**src/rtl/riscv_fwd_sel_gen.sv**
```systemverilog
// EX-stage operand forwarding select generator with load-use stall detection.
// Define RISCV_FWD_WB_BYPASS_EN to track WB producers and emit select 11.
module riscv_fwd_sel_gen #(
   parameter int unsigned RF_AW = 5
) (
   input  logic             i_clk,
   input  logic             i_rstn,
   input  logic             i_id_vld,
   input  logic [RF_AW-1:0] i_id_rs1,
   input  logic [RF_AW-1:0] i_id_rs2,
   input  logic [RF_AW-1:0] i_id_rd,
   input  logic             i_id_rd_we,
   input  logic             i_id_is_load,
   input  logic             i_hold,
   input  logic             i_flush,
   output logic [1:0]       o_fwd_sel_a,
   output logic [1:0]       o_fwd_sel_b,
   output logic             o_load_use_stall
);

   logic             ex_vld_q, ex_ld_q, mem_vld_q;
   logic [RF_AW-1:0] ex_rd_q, mem_rd_q;
   logic             hit_ex_a, hit_ex_b, hit_mem_a, hit_mem_b;
   logic             bubble, id_wr;
   logic [1:0]       sel_a_d, sel_b_d;
`ifdef RISCV_FWD_WB_BYPASS_EN
   logic             wb_vld_q;
   logic [RF_AW-1:0] wb_rd_q;
   logic             hit_wb_a, hit_wb_b;
`endif

   always_comb begin
      hit_ex_a  = ex_vld_q  && (ex_rd_q  == i_id_rs1) && (i_id_rs1 != '0);
      hit_ex_b  = ex_vld_q  && (ex_rd_q  == i_id_rs2) && (i_id_rs2 != '0);
      hit_mem_a = mem_vld_q && (mem_rd_q == i_id_rs1) && (i_id_rs1 != '0);
      hit_mem_b = mem_vld_q && (mem_rd_q == i_id_rs2) && (i_id_rs2 != '0);
`ifdef RISCV_FWD_WB_BYPASS_EN
      hit_wb_a  = wb_vld_q  && (wb_rd_q  == i_id_rs1) && (i_id_rs1 != '0);
      hit_wb_b  = wb_vld_q  && (wb_rd_q  == i_id_rs2) && (i_id_rs2 != '0);
`endif

      o_load_use_stall = i_id_vld && ex_ld_q && (hit_ex_a || hit_ex_b);
      bubble           = o_load_use_stall || i_flush || !i_id_vld;
      id_wr            = !bubble && i_id_rd_we && (i_id_rd != '0);

      // Youngest producer wins: EX beats MEM beats WB.
      sel_a_d = 2'b00;
      if (hit_ex_a)       sel_a_d = 2'b01;
      else if (hit_mem_a) sel_a_d = 2'b10;
`ifdef RISCV_FWD_WB_BYPASS_EN
      else if (hit_wb_a)  sel_a_d = 2'b11;
`endif

      sel_b_d = 2'b00;
      if (hit_ex_b)       sel_b_d = 2'b01;
      else if (hit_mem_b) sel_b_d = 2'b10;
`ifdef RISCV_FWD_WB_BYPASS_EN
      else if (hit_wb_b)  sel_b_d = 2'b11;
`endif
   end

   always_ff @(posedge i_clk or negedge i_rstn) begin
      if (!i_rstn) begin
         ex_vld_q    <= 1'b0;
         ex_ld_q     <= 1'b0;
         ex_rd_q     <= '0;
         mem_vld_q   <= 1'b0;
         mem_rd_q    <= '0;
         o_fwd_sel_a <= 2'b00;
         o_fwd_sel_b <= 2'b00;
      end else if (!i_hold) begin
         ex_vld_q    <= id_wr;
         ex_ld_q     <= id_wr && i_id_is_load;
         ex_rd_q     <= i_id_rd;
         mem_vld_q   <= ex_vld_q;
         mem_rd_q    <= ex_rd_q;
         o_fwd_sel_a <= bubble ? 2'b00 : sel_a_d;
         o_fwd_sel_b <= bubble ? 2'b00 : sel_b_d;
      end
   end

`ifdef RISCV_FWD_WB_BYPASS_EN
   always_ff @(posedge i_clk or negedge i_rstn) begin
      if (!i_rstn) begin
         wb_vld_q <= 1'b0;
         wb_rd_q  <= '0;
      end else if (!i_hold) begin
         wb_vld_q <= mem_vld_q;
         wb_rd_q  <= mem_rd_q;
      end
   end
`endif

endmodule

```
**config.mk**
```make
export PLATFORM = sky130hd
export DESIGN_NAME = riscv_fwd_sel_gen
export DESIGN_NICKNAME = d
export VERILOG_FILES = /design/src/rtl/riscv_fwd_sel_gen.sv
export SDC_FILE = /design/constraint.sdc
export NUM_CORES = 1
export LEC_CHECK = 0
export CORE_MARGIN = 5
export CORE_UTILIZATION = 49
export DETAILED_ROUTE_END_ITERATION = 6
export PLACE_DENSITY = 0.84
export SKIP_LAST_GASP = 1
export SYNTH_ARGS = -nofsm -noshare
export SYNTH_HDL_FRONTEND = slang
export SYNTH_SLANG_ARGS = --single-unit
```
**constraint.sdc**
```tcl
create_clock -name i_clk -period 5.7 [get_ports i_clk]
set_input_delay 1.71 -clock i_clk [delete_from_list [all_inputs] [get_ports i_clk]]
set_output_delay 1.71 -clock i_clk [all_outputs]
set_load 0.01 [all_outputs]
```
==> report_table.html <==
<table>
<tr><th>Metric</th><th>Value</th></tr>
<tr><th colspan="2">Outcome</th></tr>
<tr><td>Run status</td><td>finished, final reports clean</td></tr>
<tr><th colspan="2">Clock tree</th></tr>
<tr><td>Number of buffers added for setup after CTS</td><td>0</td></tr>
<tr><td>Post-CTS resize count</td><td>0</td></tr>
<tr><td>CTS sink cnt</td><td>17</td></tr>
<tr><td>Number of H-tree branching levels</td><td>1</td></tr>
<tr><td>Later-pin clock latency in the skew report</td><td>a little under 0.3 ns</td></tr>
<tr><td>Total clock buffers created by CTS</td><td>3</td></tr>
<tr><td>Hold Buf Count CTS</td><td>0</td></tr>
<tr><td>Buffer depth of the longest clock path</td><td>2</td></tr>
<tr><td>CTS tree</td><td>yes</td></tr>
<tr><td>Clk pin slew, worst setup/hold paths</td><td>0.10 ns</td></tr>
<tr><td>Root Buffer Master</td><td>sky130_fd_sc_hd__clkbuf_4</td></tr>
<tr><th colspan="2">Critical path</th></tr>
<tr><td>Required time at the endpoint of the critical path</td><td>approximately 4 ns</td></tr>
<tr><td>CP endpoint kind</td><td>primary output</td></tr>
<tr><td>Master of the slowest instance on the critical path</td><td>sky130_fd_sc_hd__clkdlybuf4s50_1</td></tr>
<tr><td>Critical Path AT</td><td>roughly 3.8 ns</td></tr>
<tr><td>Class of the most critical setup path</td><td>input port to primary output</td></tr>
<tr><td>Cell with the most instances on the worst path</td><td>sky130_fd_sc_hd__clkdlybuf4s50_1</td></tr>
<tr><td>Cells along the critical path</td><td>clkdlybuf4s50_1 -&gt; or4_1 -&gt; nor2_2 -&gt; nor4_2 -&gt; o21ai_1 -&gt; nor2_1 -&gt; clkdlybuf4s50_1</td></tr>
<tr><td>Delay of the slowest critical-path stage</td><td>~0.56 ns</td></tr>
<tr><td>Largest driver fanout on the critical path</td><td>4</td></tr>
<tr><td>CP Launch Type</td><td>input port</td></tr>
<tr><th colspan="2">Route</th></tr>
<tr><td>DRT antenna net count</td><td>0</td></tr>
<tr><td>Vias per std cell</td><td>roughly 5.4</td></tr>
<tr><td>DRC marker count from the first detailed-route iteration</td><td>4</td></tr>
<tr><td>Via Count</td><td>approximately 700</td></tr>
<tr><td>Count of unresolved DRC violations after routing</td><td>0</td></tr>
<tr><td>WL final</td><td>2040 microns</td></tr>
<tr><td>Number of iterations in the first detailed-routing pass</td><td>4</td></tr>
<tr><td>Wire length per cell after detailed routing</td><td>approximately 16 microns</td></tr>
<tr><th colspan="2">Layout</th></tr>
<tr><td>Final nets</td><td>around 130</td></tr>
<tr><td>Finished Core Util</td><td>roughly 70%</td></tr>
<tr><td>Most common cell after layout, fill and taps aside</td><td>sky130_fd_sc_hd__clkdlybuf4s50_1</td></tr>
<tr><td>Area growth from synthesis to layout</td><td>32.9%</td></tr>
<tr><td>Final non-filler cell total</td><td>130</td></tr>
<tr><td>Post-route cell area</td><td>between 1000 and 1500 sq um</td></tr>
<tr><td>Antenna Diode Count</td><td>0</td></tr>
<tr><td>Commonest cells after routing, fill and taps aside</td><td>26 x sky130_fd_sc_hd__clkdlybuf4s50_1, 17 x sky130_fd_sc_hd__dfrtp_1, 11 x sky130_fd_sc_hd__mux2_2</td></tr>
<tr><td>Share of layout cells above drive strength 1</td><td>a little under a fifth</td></tr>
<tr><th colspan="2">Synth</th></tr>
<tr><td>Share of synthesized area occupied by flip-flops and latches</td><td>45.1%</td></tr>
<tr><td>Post-Syn Area</td><td>~940 sq um</td></tr>
<tr><td>Cell variety after synth</td><td>19</td></tr>
<tr><td>Cell count after synthesis</td><td>77</td></tr>
<tr><td>Post-synthesis adder-cell area fraction</td><td>0%</td></tr>
<tr><td>Mux cell area share after synthesis</td><td>between 10% and 20%</td></tr>
<tr><td>Xor and xnor fraction of the mapped netlist area</td><td>~19%</td></tr>
<tr><td>Synth warnings</td><td>0</td></tr>
<tr><td>Mean Syn Cell Area</td><td>12.3 sq um</td></tr>
<tr><td>Main combinational cell family by area after synthesis</td><td>XOR/XNOR gates</td></tr>
<tr><td>Syn Nets</td><td>approximately 100</td></tr>
<tr><td>Number of synthesized flops with an enable pin</td><td>0</td></tr>
<tr><td>Share of async-settable or async-resettable flops after synthesis</td><td>100%</td></tr>
<tr><td>Complex-gate fraction of the synthesized area</td><td>10.5%</td></tr>
<tr><td>Post-Synth Simple-Gate Area</td><td>between 10 and 15%</td></tr>
<tr><td>Primary FF master, synth</td><td>sky130_fd_sc_hd__dfrtp_1</td></tr>
<tr><td>Register bit count reported by yosys</td><td>17</td></tr>
<tr><th colspan="2">STA</th></tr>
<tr><td>Count of final setup violators</td><td>0</td></tr>
<tr><td>Sum of negative setup slack</td><td>0 ns</td></tr>
<tr><td>Crit share post-route</td><td>between 90% and 100%</td></tr>
<tr><td>Worst-margin pin slew</td><td>~0.75 ns</td></tr>
<tr><td>Tightest slew margin relative to the limit</td><td>49.6%</td></tr>
<tr><td>Min Hold Slack</td><td>~0.52 ns</td></tr>
<tr><td>Pins over their slew limit</td><td>0</td></tr>
<tr><td>Smallest setup slack after layout</td><td>~0.16 ns</td></tr>
<tr><td>Min Clock Period, post-route</td><td>between 5 and 6 ns</td></tr>
<tr><td>Number of failing hold endpoints at the final stage</td><td>0</td></tr>
<tr><td>Clock skew</td><td>about 0.0021 ns</td></tr>
<tr><td>Unrepaired setup endpoints after global routing</td><td>no</td></tr>
<tr><td>Upper clock frequency limit</td><td>approximately 180 MHz</td></tr>
<tr><th colspan="2">Global route</th></tr>
<tr><td>Maximum number of pins on one net before global-route repair</td><td>19</td></tr>
<tr><td>Overall Global Routing Usage</td><td>17.0%</td></tr>
<tr><td>GR Util met1</td><td>between 20 and 25%</td></tr>
<tr><td>Fraction of met2 tracks used by global routing</td><td>27.2%</td></tr>
<tr><td>Met3 track demand over resource</td><td>under 10%</td></tr>
<tr><td>Peak-usage layer in the global routing report</td><td>met2</td></tr>
<tr><td>Global-route wire length before repair</td><td>~3500 microns</td></tr>
<tr><td>Grt ovf</td><td>0</td></tr>
<tr><td>Vias in the first global route</td><td>752</td></tr>
<tr><td>Initial antenna violation count</td><td>0</td></tr>
<tr><th colspan="2">Power</th></tr>
<tr><td>Pwr Density</td><td>~210 nW/um^2</td></tr>
<tr><td>Static Leakage</td><td>approximately 0.48 nW</td></tr>
<tr><td>Peak supply drop</td><td>around 0.14 mV</td></tr>
<tr><td>Final Power</td><td>about 0.27 mW</td></tr>
<tr><th colspan="2">Floorplanning</th></tr>
<tr><td>I/O pin cnt</td><td>27</td></tr>
<tr><td>Starting utilization of the core area</td><td>between 50% and 60%</td></tr>
<tr><td>Number of placement rows</td><td>15</td></tr>
<tr><td>Die X</td><td>around 54 microns</td></tr>
<tr><td>Core Footprint</td><td>between 1500 and 2000 sq um</td></tr>
<tr><td>Die extent in y</td><td>53.9 microns</td></tr>
<tr><td>Total Die Area</td><td>2900 sq um</td></tr>
<tr><th colspan="2">Placed design</th></tr>
<tr><td>Placed standard-cell area</td><td>approximately 1200 sq um</td></tr>
<tr><td>Global placer's final weighted congestion</td><td>roughly 0.82</td></tr>
<tr><td>Dpl ws</td><td>0.0801 ns</td></tr>
<tr><td>Placed cells</td><td>126</td></tr>
<tr><td>Placed wire-length estimate</td><td>between 1500 and 2000 microns</td></tr>
<tr><td>Port bufs</td><td>26</td></tr>
<tr><th colspan="2">Hold path</th></tr>
<tr><td>Worst hold path class</td><td>flip-flop to flip-flop</td></tr>
<tr><th colspan="2">Flow run</th></tr>
<tr><td>Max cap viols</td><td>0</td></tr>
</table>
-- logic make-up after synthesis --
kind of cell / Yosys count
buffers and inverters: 3
muxes: 11
xor gates and xnor gates: 20
DFF: 17
AOI/OAI and AO/OA: 10
and+or+nand+nor: 16
-- registers in the layout (all words and copies together) (netlist names) --
name,flops
mem_rd_q,5
ex_rd_q,5
o_fwd_sel_b,2
ex_ld_q,1
ex_vld_q,1
mem_vld_q,1
o_fwd_sel_a,2
-- synth_stat cells, drive strengths merged (2+ instances only) --
cell	count	area, sq um
dfrtp	17	425
mux2	11	124
xnor2	10	87.6
xor2	10	87.6
a22o	5	43.8
nand4	4	25.0
nor2	3	16.3
nor3	3	15.0
a2111oi	2	30.0
clkbuf	2	7.51
nor4	2	25.0
or4	2	15.0
-- per-layer routing --
layer / up-vias / part of all wire [%]
met1: 336 / 46
met4: 0 / 0.49
met3: 2 / 5.1
li1: 339 / -
met5: - / 0
met2: 19 / 48
-- power breakdown --
part           switching [mW]  total [mW]  internal, mW
Clock                  0.0372      0.0644        0.0272
Combinational          0.0215      0.0570        0.0355
Sequential             0.0132       0.144         0.131
Total                  0.0719       0.265         0.193
-- path summary, 6_finish.rpt --
kind	end	slack (ns)	depth (start not counted)	startpoint
worst max register to register	ex_ld_q	3.97	5	ex_rd_q[2]
max in group asynchronous	ex_rd_q[1]	3.38	1	i_rstn
worst max-delay path	o_load_use_stall	0.16	7	i_id_rs2[3]
worst min-delay path	o_fwd_sel_b[1]	0.52	1	o_fwd_sel_b[1]
worst min register to register	o_fwd_sel_b[1]	0.52	1	o_fwd_sel_b[1]
min in group asynchronous	o_fwd_sel_b[1]	1.86	1	i_rstn
-- layout make-up --
class	count	area (sq um)
Fill cell	142	529
Timing Repair Buffer	26	260
Clock buffer	4	26.3
Inverter	1	3.75
Tap cell	25	31.3
Sequential cell	17	425
Multi-Input combinational cell	57	507
-- worst max-delay path, delay by kind of cell --
family / cells / cell delay [ns]
buffers and inverters: 2 / 1.10
and+or+nand+nor: 4 / 0.83
AOI/OAI and AO/OA: 1 / 0.20
Power figures use the tool's default switching activity.
